## src/rtl/uart_cmd_pkg.sv

```systemverilog
// Shared constants for the UART command responder: opcodes, status codes,
// byte offsets of the command and response frames, and the frame checksum.
package uart_cmd_pkg;

  typedef enum logic [2:0] {
    S_IDLE,
    S_ACK,
    S_EXEC,
    S_BUILD,
    S_SEND,
    S_WAIT_BUSY,
    S_WAIT_DONE
  } state_t;

  localparam logic [7:0] OP_WRITE  = 8'h01;
  localparam logic [7:0] OP_READ   = 8'h02;
  localparam logic [7:0] OP_STATUS = 8'h03;

  localparam logic [7:0] ST_OK       = 8'h00;
  localparam logic [7:0] ST_BAD_HDR  = 8'h01;
  localparam logic [7:0] ST_BAD_CKS  = 8'h02;
  localparam logic [7:0] ST_BAD_OP   = 8'h03;
  localparam logic [7:0] ST_BAD_ADDR = 8'h04;
  localparam logic [7:0] ST_RO_ADDR  = 8'h05;

  // command frame, byte index (byte 7 is first on the wire)
  localparam int RX_BYTES  = 8;
  localparam int RX_HDR_B  = 7;
  localparam int RX_OP_B   = 6;
  localparam int RX_ADDR_B = 5;
  localparam int RX_DATA_B = 1;
  localparam int RX_CKS_B  = 0;

  // response frame, byte index (byte 17 is first on the wire)
  localparam int TX_BYTES  = 18;
  localparam int TX_HDR_B  = 17;
  localparam int TX_OP_B   = 16;
  localparam int TX_ST_B   = 15;
  localparam int TX_ADDR_B = 14;
  localparam int TX_DATA_B = 10;
  localparam int TX_RXC_B  = 8;
  localparam int TX_ERRC_B = 6;
  localparam int TX_CKS_B  = 0;

  // Modular 8-bit sum of bytes nbytes-1 down to 1; byte 0 holds the checksum itself.
  function automatic logic [7:0] sum8(input logic [143:0] v, input int nbytes);
    logic [7:0] s;
    s = 8'h00;
    for (int i = 1; i < 18; i++) begin
      if (i < nbytes) s = s + v[8*i +: 8];
    end
    return s;
  endfunction

endpackage

```

## src/rtl/uart_cmd_responder_if.sv

```systemverilog
// Frame handshake between the UART frame controller (master) and the
// command responder (slave).
interface uart_cmd_responder_if;
  logic [63:0]  rx_data;
  logic         rx_rdy;
  logic         rx_ack;
  logic [143:0] tx_data;
  logic         tx_vld;
  logic         tx_rdy;

  modport master (
    output rx_data, rx_rdy, tx_rdy,
    input  rx_ack, tx_data, tx_vld
  );

  modport slave (
    input  rx_data, rx_rdy, tx_rdy,
    output rx_ack, tx_data, tx_vld
  );
endinterface

```

## src/rtl/uart_cmd_regfile.sv

```systemverilog
// 32-bit register file; register 0 is a read-only device ID.
module uart_cmd_regfile #(
  parameter int          REG_NUM = 16,
  parameter logic [31:0] DEV_ID  = 32'h4E55_4649
) (
  input  logic                   clk,
  input  logic                   rst,
  input  logic                   we,
  input  logic [7:0]             addr,
  input  logic [31:0]            wdata,
  output logic [31:0]            rdata,
  output logic [32*REG_NUM-1:0]  cfg_regs
);

  logic [31:0] regs_q [1:REG_NUM-1];

  // writable registers; writes to address 0 or out of range are dropped
  always_ff @(posedge clk) begin
    if (rst) begin
      for (int i = 1; i < REG_NUM; i++) regs_q[i] <= '0;
    end else if (we) begin
      for (int i = 1; i < REG_NUM; i++) begin
        if ({24'd0, addr} == 32'(i)) regs_q[i] <= wdata;
      end
    end
  end

  // asynchronous read; out-of-range addresses read as zero
  always_comb begin
    rdata = '0;
    if (addr == 8'd0) rdata = DEV_ID;
    for (int i = 1; i < REG_NUM; i++) begin
      if ({24'd0, addr} == 32'(i)) rdata = regs_q[i];
    end
  end

  // flattened view of the whole file
  always_comb begin
    cfg_regs       = '0;
    cfg_regs[31:0] = DEV_ID;
    for (int i = 1; i < REG_NUM; i++) cfg_regs[32*i +: 32] = regs_q[i];
  end

endmodule

```

## src/rtl/uart_cmd_responder.sv

```systemverilog
// Host command endpoint: accepts 8-byte command frames, executes them
// against the register file and returns an 18-byte response frame.
//
// state       | meaning
// ------------+---------------------------------------------------------
// S_IDLE      | waiting for rx_rdy; frame latched and acked on entry to ACK
// S_ACK       | ack pulse ends; validity checks registered, rx_cnt bumped
// S_EXEC      | register write/read, error counter and err_pulse
// S_BUILD     | response frame and checksum assembled into tx_data
// S_SEND      | waiting for tx_rdy, then pulse tx_vld
// S_WAIT_BUSY | one blind cycle: controller drops tx_rdy one cycle late
// S_WAIT_DONE | waiting for tx_rdy to signal the transmit finished
module uart_cmd_responder
  import uart_cmd_pkg::*;
#(
  parameter int          REG_NUM = 16,
  parameter logic [31:0] DEV_ID  = 32'h4E55_4649,
  parameter logic [7:0]  RX_HDR  = 8'hA5,
  parameter logic [7:0]  TX_HDR  = 8'h5A
) (
  input  logic                  clk,
  input  logic                  rst,
  uart_cmd_responder_if.slave   bus,
  output logic [32*REG_NUM-1:0] cfg_regs,
  output logic                  busy,
  output logic                  err_pulse
);

  state_t        state_q, state_d;
  logic          ack_set, send_fire;
  logic [63:0]   frame_q;
  logic [7:0]    status_q, status_c;
  logic [31:0]   data_q;
  logic [15:0]   rx_cnt_q, err_cnt_q;
  logic          rx_ack_q, tx_vld_q, err_pulse_q;
  logic [143:0]  tx_data_q, tx_c;
  logic [7:0]    f_hdr, f_op, f_addr, f_cks;
  logic [31:0]   f_data, rdata;
  logic          addr_oob, reg_we;

  assign f_hdr  = frame_q[8*RX_HDR_B  +: 8];
  assign f_op   = frame_q[8*RX_OP_B   +: 8];
  assign f_addr = frame_q[8*RX_ADDR_B +: 8];
  assign f_data = frame_q[8*RX_DATA_B +: 32];
  assign f_cks  = frame_q[8*RX_CKS_B  +: 8];

  assign addr_oob = {24'd0, f_addr} >= 32'(REG_NUM);
  assign reg_we   = (state_q == S_EXEC) && (status_q == ST_OK) && (f_op == OP_WRITE);

  assign bus.rx_ack = rx_ack_q;
  assign bus.tx_vld = tx_vld_q;
  assign bus.tx_data = tx_data_q;
  assign err_pulse  = err_pulse_q;
  assign busy       = (state_q != S_IDLE);

  uart_cmd_regfile #(
    .REG_NUM (REG_NUM),
    .DEV_ID  (DEV_ID)
  ) u_regfile (
    .clk      (clk),
    .rst      (rst),
    .we       (reg_we),
    .addr     (f_addr),
    .wdata    (f_data),
    .rdata    (rdata),
    .cfg_regs (cfg_regs)
  );

  // frame validation; the first failing check decides the status
  always_comb begin
    status_c = ST_OK;
    if (f_hdr != RX_HDR)
      status_c = ST_BAD_HDR;
    else if (f_cks != sum8({80'd0, frame_q}, RX_BYTES))
      status_c = ST_BAD_CKS;
    else if (!(f_op inside {OP_WRITE, OP_READ, OP_STATUS}))
      status_c = ST_BAD_OP;
    else if ((f_op != OP_STATUS) && addr_oob)
      status_c = ST_BAD_ADDR;
    else if ((f_op == OP_WRITE) && (f_addr == 8'd0))
      status_c = ST_RO_ADDR;
  end

  // response frame image, checksum computed over the assembled bytes
  always_comb begin
    tx_c = '0;
    tx_c[8*TX_HDR_B  +: 8]  = TX_HDR;
    tx_c[8*TX_OP_B   +: 8]  = f_op;
    tx_c[8*TX_ST_B   +: 8]  = status_q;
    tx_c[8*TX_ADDR_B +: 8]  = f_addr;
    tx_c[8*TX_DATA_B +: 32] = data_q;
    tx_c[8*TX_RXC_B  +: 16] = rx_cnt_q;
    tx_c[8*TX_ERRC_B +: 16] = err_cnt_q;
    tx_c[8*TX_CKS_B  +: 8]  = sum8(tx_c, TX_BYTES);
  end

  // state register
  always_ff @(posedge clk) begin
    if (rst) state_q <= S_IDLE;
    else     state_q <= state_d;
  end

  // next-state and handshake strobes
  always_comb begin
    state_d   = state_q;
    ack_set   = 1'b0;
    send_fire = 1'b0;
    case (state_q)
      S_IDLE: begin
        if (bus.rx_rdy) begin
          state_d = S_ACK;
          ack_set = 1'b1;
        end
      end
      S_ACK:       state_d = S_EXEC;
      S_EXEC:      state_d = S_BUILD;
      S_BUILD:     state_d = S_SEND;
      S_SEND: begin
        if (bus.tx_rdy) begin
          state_d   = S_WAIT_BUSY;
          send_fire = 1'b1;
        end
      end
      S_WAIT_BUSY: state_d = S_WAIT_DONE;
      S_WAIT_DONE: if (bus.tx_rdy) state_d = S_IDLE;
      default:     state_d = S_IDLE;
    endcase
  end

  // datapath: frame capture, checks, execution, counters and outputs
  always_ff @(posedge clk) begin
    if (rst) begin
      frame_q     <= '0;
      status_q    <= ST_OK;
      data_q      <= '0;
      rx_cnt_q    <= '0;
      err_cnt_q   <= '0;
      rx_ack_q    <= 1'b0;
      tx_vld_q    <= 1'b0;
      err_pulse_q <= 1'b0;
      tx_data_q   <= '0;
    end else begin
      rx_ack_q    <= ack_set;
      tx_vld_q    <= send_fire;
      err_pulse_q <= 1'b0;
      if (ack_set) frame_q <= bus.rx_data;
      if (state_q == S_ACK) begin
        status_q <= status_c;
        rx_cnt_q <= rx_cnt_q + 16'd1;
      end
      if (state_q == S_EXEC) begin
        if (status_q != ST_OK) begin
          err_pulse_q <= 1'b1;
          data_q      <= '0;
          if (err_cnt_q != 16'hFFFF) err_cnt_q <= err_cnt_q + 16'd1;
        end else begin
          case (f_op)
            OP_WRITE: data_q <= f_data;
            OP_READ:  data_q <= rdata;
            default:  data_q <= {rx_cnt_q, err_cnt_q};
          endcase
        end
      end
      if (state_q == S_BUILD) tx_data_q <= tx_c;
    end
  end

endmodule
```

## src/flat_wrapper.sv

```systemverilog
// flat-port wrapper written by rule: the top's interface ports become plain ports
module uart_cmd_responder_flat import uart_cmd_pkg::*;
#(
  parameter int          REG_NUM = 16,
  parameter logic [31:0] DEV_ID  = 32'h4E55_4649,
  parameter logic [7:0]  RX_HDR  = 8'hA5,
  parameter logic [7:0]  TX_HDR  = 8'h5A
)
  (clk, rst, cfg_regs, busy, err_pulse, bus_rx_data, bus_rx_rdy, bus_tx_rdy, bus_rx_ack, bus_tx_data, bus_tx_vld);
  uart_cmd_responder_if bus_i ();
  input  logic clk;
  input  logic rst;
  output logic [32*REG_NUM-1:0] cfg_regs;
  output logic busy;
  output logic err_pulse;
  input wire logic [$bits(bus_i.rx_data)-1:0] bus_rx_data;
  input wire logic [$bits(bus_i.rx_rdy)-1:0] bus_rx_rdy;
  input wire logic [$bits(bus_i.tx_rdy)-1:0] bus_tx_rdy;
  output wire logic [$bits(bus_i.rx_ack)-1:0] bus_rx_ack;
  output wire logic [$bits(bus_i.tx_data)-1:0] bus_tx_data;
  output wire logic [$bits(bus_i.tx_vld)-1:0] bus_tx_vld;
  assign bus_i.rx_data = bus_rx_data;
  assign bus_i.rx_rdy = bus_rx_rdy;
  assign bus_i.tx_rdy = bus_tx_rdy;
  assign bus_rx_ack = bus_i.rx_ack;
  assign bus_tx_data = bus_i.tx_data;
  assign bus_tx_vld = bus_i.tx_vld;
  uart_cmd_responder #(.REG_NUM(REG_NUM), .DEV_ID(DEV_ID), .RX_HDR(RX_HDR), .TX_HDR(TX_HDR)) u_core (.clk(clk), .rst(rst), .bus(bus_i), .cfg_regs(cfg_regs), .busy(busy), .err_pulse(err_pulse));
endmodule
```

## config.mk

```make
export PLATFORM = sky130hd
export DESIGN_NAME = uart_cmd_responder_flat
export DESIGN_NICKNAME = d
export VERILOG_FILES = /design/src/rtl/uart_cmd_pkg.sv /design/src/rtl/uart_cmd_responder_if.sv /design/src/rtl/uart_cmd_regfile.sv /design/src/rtl/uart_cmd_responder.sv /design/src/flat_wrapper.sv
export SDC_FILE = /design/constraint.sdc
export NUM_CORES = 1
export LEC_CHECK = 0
export BUFFER_PORTS_ARGS = -buffer_cell sky130_fd_sc_hd__buf_2
export CORE_UTILIZATION = 40
export CTS_BUF_LIST = sky130_fd_sc_hd__clkbuf_4
export DETAILED_ROUTE_END_ITERATION = 8
export GPL_TIMING_DRIVEN = 0
export SETUP_SLACK_MARGIN = 0.15
export SYNTH_ARGS = -nofsm -noshare
export SYNTH_HDL_FRONTEND = slang
export SYNTH_SLANG_ARGS = --single-unit
```

## constraint.sdc

```tcl
create_clock -name clk -period 12.8 [get_ports clk]
set_input_delay 0.64 -clock clk [delete_from_list [all_inputs] [get_ports clk]]
set_output_delay 0.64 -clock clk [all_outputs]
set_load 0.05 [all_outputs]
```

==> key figures <==
Route
  – Final antenna-violating net count: 0
  – Drt drc: 0
  – Post-Route WL: 182,100 µm
  – Vias per cell: 5.885
  – DR WL/cell: 32.22 µm
  – DRT Pass-1 Iters: 8
  – Vias: 33,260
  – 1st-iter DRT viols: 5,207

Cells and area
  – Final nets: 4,542
  – P&R area growth vs syn: 23.71%
  – Layout cell share with drive strength beyond 1: 27.16%

Global routing
  – First-pass GRT wire length: 244,600 µm
  – GRT overflow: 0
  – Vias in the first global route: 31,390
  – Largest net degree at the start of global routing: 33
  – Antenna violations before repair: 14
  – Gr usage total: 39.49%

Critical path
  – Crit Path Category: reg2reg
  – Worst Path Max Fanout: 10
  – WP buf/inv: 5
  – Crit path DAT: 8.11 ns
  – CP top delay family: adder cells
  – Slowest-stage cell, CP: dfxtp_1
  – Most used cell, CP: inv_1
  – CP startpoint kind: flip-flop
  – Worst path max stage delay: 0.82 ns
  – Critical Path Sink Type: flip-flop
  – Required @ worst endpoint: 13.77 ns
  – CP cell instances: inv_1, clkbuf_1, fa_1, inv_1, fa_1, inv_1, fa_1, inv_1, ha_1, a21o_1, a21oi_1, xnor2_1, ha_1, nand2_1, o21ai_0, nor2b_1, ha_1, a21o_1, a21oi_1, o21ai_0, xnor2_1, nor4_1, a31oi_1, o21a_1

Placed design
  – Buffers on Ports: 646
  – Routability Congestion: 1.023
  – Dpl ws: 5.885 ns
  – Dpl hpwl: 138,000 µm

Clock network
  – Clock root buffer: clkbuf_4
  – # clock sinks: 709
  – Worst skew pair latency: 1.16 ns
  – Post-CTS Setup Inserts: 0
  – Htree depth: 4
  – TritonCTS clock tree: built
  – Clock transition at path regs: 0.06 ns
  – Num CTS Buffers: 190
  – Clock Path Buffers: 3

Timing
  – RSZ-0062 raised after global routing: false
  – Pins over their slew limit: 42
  – Tmin final: 7.144 ns
  – Max Clk Rate: 140.0 MHz
  – Clock skew: 0.1293 ns
  – Period utilization: 55.81%
  – TNS Setup: 0 ns
  – Final Setup Violations: 0
  – Final hold violations: 0
  – Least-Margin Pin Slew: 1.649 ns
  – Hold_ws: 0.3093 ns
  – Final WS setup: 5.656 ns
  – Slew HR: -9.906%

Logic synthesis
  – Mapped Area: 0.03555 mm²
  – Post-synth EDFFs: 480
  – Area contributors post-synth: edfxtp_1 (41%), dfxtp_1 (13%), and2_1 (7.8%), nand2_1 (4.6%), a21oi_1 (4.1%)
  – Synth cell count leaders: edfxtp_1 (480), and2_1 (445), nand2_1 (439), a21oi_1 (294), dfxtp_1 (229)
  – Top-count cell post-synth: edfxtp_1
  – Post-synth top area share: 40.54%
  – Mean post-synth cell area: 10.59 µm²
  – Synth warn: 0
  – Ys flop type: edfxtp_1
  – Count of state elements after synthesis: 709
  – Leading area contributor after synthesis: edfxtp_1
  – Post-Syn Instances: 3,357
  – Seq/Total Area, Yosys: 53.44%
  – Cell variety after synth: 75
  – Async S/R FF share, synth: 0%

Die
  – Core area: 0.08743 mm²
  – Die Span Y: 300.1 µm
  – Die Span X: 300.1 µm
  – Initial Util: 40.66%
  – Die area: 0.09008 mm²
  – IO Pins: 728
  – Row count: 108

Pwr
  – Pwr per Cell Area: 135.5 mW/mm²
  – Static Leak: 18.06 nW
  – Worst vdd ir: 67.60 µV

Min path
  – Class of the worst hold path: in2reg

Run status
  – Status: complete, but fails checks
  – Failing checks: capacitance limit, slew limit

Job
  – Max Cap Viol: 4
-- where the power goes --
part | switching, mW | internal, mW
clock | 1.03 | 1.06
combinational | 0.904 | 0.348
sequential | 0.107 | 2.51
-- worst register-to-register path, cell delays in order (launching register included) --
cell,delay (ns)
dfxtp_1,0.82
inv_1,0.24
clkbuf_1,0.43
fa_1,0.68
inv_1,0.07
fa_1,0.54
inv_1,0.07
fa_1,0.54
inv_1,0.06
ha_1,0.27
a21o_1,0.15
a21oi_1,0.20
xnor2_1,0.10
ha_1,0.34
nand2_1,0.06
o21ai_0,0.28
nor2b_1,0.09
ha_1,0.34
a21o_1,0.19
a21oi_1,0.12
o21ai_0,0.15
xnor2_1,0.16
nor4_1,0.72
a31oi_1,0.18
o21a_1,0.21
-- cells by family after synthesis --
group	Yosys count	synth area share, %
DFF	709	53.44
buffers and inverters	441	5.944
adders and majority gates	120	5.490
and+or+nand+nor	1198	17.09
AOI/OAI and AO/OA	690	11.99
other	2	0.02112
muxes	99	3.565
xor gates and xnor gates	98	2.453
-- routing by layer --
metal  GRT usage, %  part of all wire (%)
met1          49.43                    36
met4          22.85                   6.5
met3          16.89                    15
met2          56.72                    42
met5              0                 0.035
-- placed cells by master, fill, tap and decap left out, types with 18 or more instances in the layout --
| cell | count |
|---|---|
| fa_1 | 60 |
| dlygate4sd3_1 | 66 |
| buf_1 | 18 |
| o221ai_1 | 20 |
| buf_4 | 94 |
| dfxtp_1 | 229 |
| xor2_1 | 30 |
| buf_2 | 683 |
| o21ai_0 | 118 |
| a221oi_1 | 24 |
| nor2_1 | 135 |
| a22o_1 | 32 |
| clkinv_1 | 31 |
| o22ai_1 | 36 |
| and2_1 | 445 |
| mux2_2 | 51 |
| nand2_1 | 424 |
| a21o_1 | 18 |
| edfxtp_1 | 480 |
| mux2i_1 | 31 |
| clkbuf_1 | 176 |
| ha_1 | 60 |
| nor3_1 | 36 |
| conb_1 | 81 |
| a31oi_1 | 19 |
| nor4_1 | 34 |
| clkbuf_4 | 286 |
| inv_1 | 97 |
| nand3_1 | 40 |
| xnor2_1 | 67 |
| a22oi_1 | 40 |
| a21oi_1 | 294 |
-- final timing paths --
kind                            cells past startpoint  slack (ns)                                start                                  end
worst max-delay path                               24        5.66       u_core.frame_q[9]$_SDFFE_PP0P_      u_core.status_q[1]$_SDFFE_PP0P_
worst min-delay path                                5        0.31                                  rst       u_core.data_q[19]$_SDFFE_PP0P_
worst max register to register                     24        5.66       u_core.frame_q[9]$_SDFFE_PP0P_      u_core.status_q[1]$_SDFFE_PP0P_
worst min register to register                      2        0.45  u_core.bus.tx_data[81]$_SDFFE_PP0P_  u_core.bus.tx_data[81]$_SDFFE_PP0P_
-- sequential cells by signal, indices dropped and copies added (netlist names) --
signal                   cells
u_core.bus.rx_ack            1
u_core.bus.tx_data          92
u_core.bus.tx_vld            1
u_core.data_q               32
u_core.err_cnt_q            16
u_core.err_pulse             1
u_core.frame_q              64
u_core.rx_cnt_q             16
u_core.state_q               3
u_core.status_q              3
u_core.u_regfile.regs_q    480
-- final cells by class --
class,instances,area (µm²)
fillers,8356,43450
flip-flops and latches,709,19000
multi-input cells,2286,14790
repair buffers,726,4207
clock buffers,286,2147
plain buffers,340,1735
well taps,1155,1445
inverters,101,379.1
clock inverters,44,272.8
diodes,4,10.01
-- what timing repair did --
| action | CTS | global route |
|---|---|---|
| resized for setup | 0 | 0 |
| endpoints found under the setup margin | 0 | 0 |
| hold endpoints to repair | 68 | 0 |
| hold buffers | 66 | 0 |
-- per-stage QoR --
step                instances  util, %  instance area (µm²)  power, mW
floorplan                3436        -                35850      3.405
global placement         5237    46.35                40530      3.839
detailed placement       5251    46.77                40890      3.852
CTS                      5647    50.29                43970      5.901
global route             5648    50.29                43970      6.115
finish                   5651    50.30                43980      5.960
Note: power is estimated with default switching activity, not from simulation.
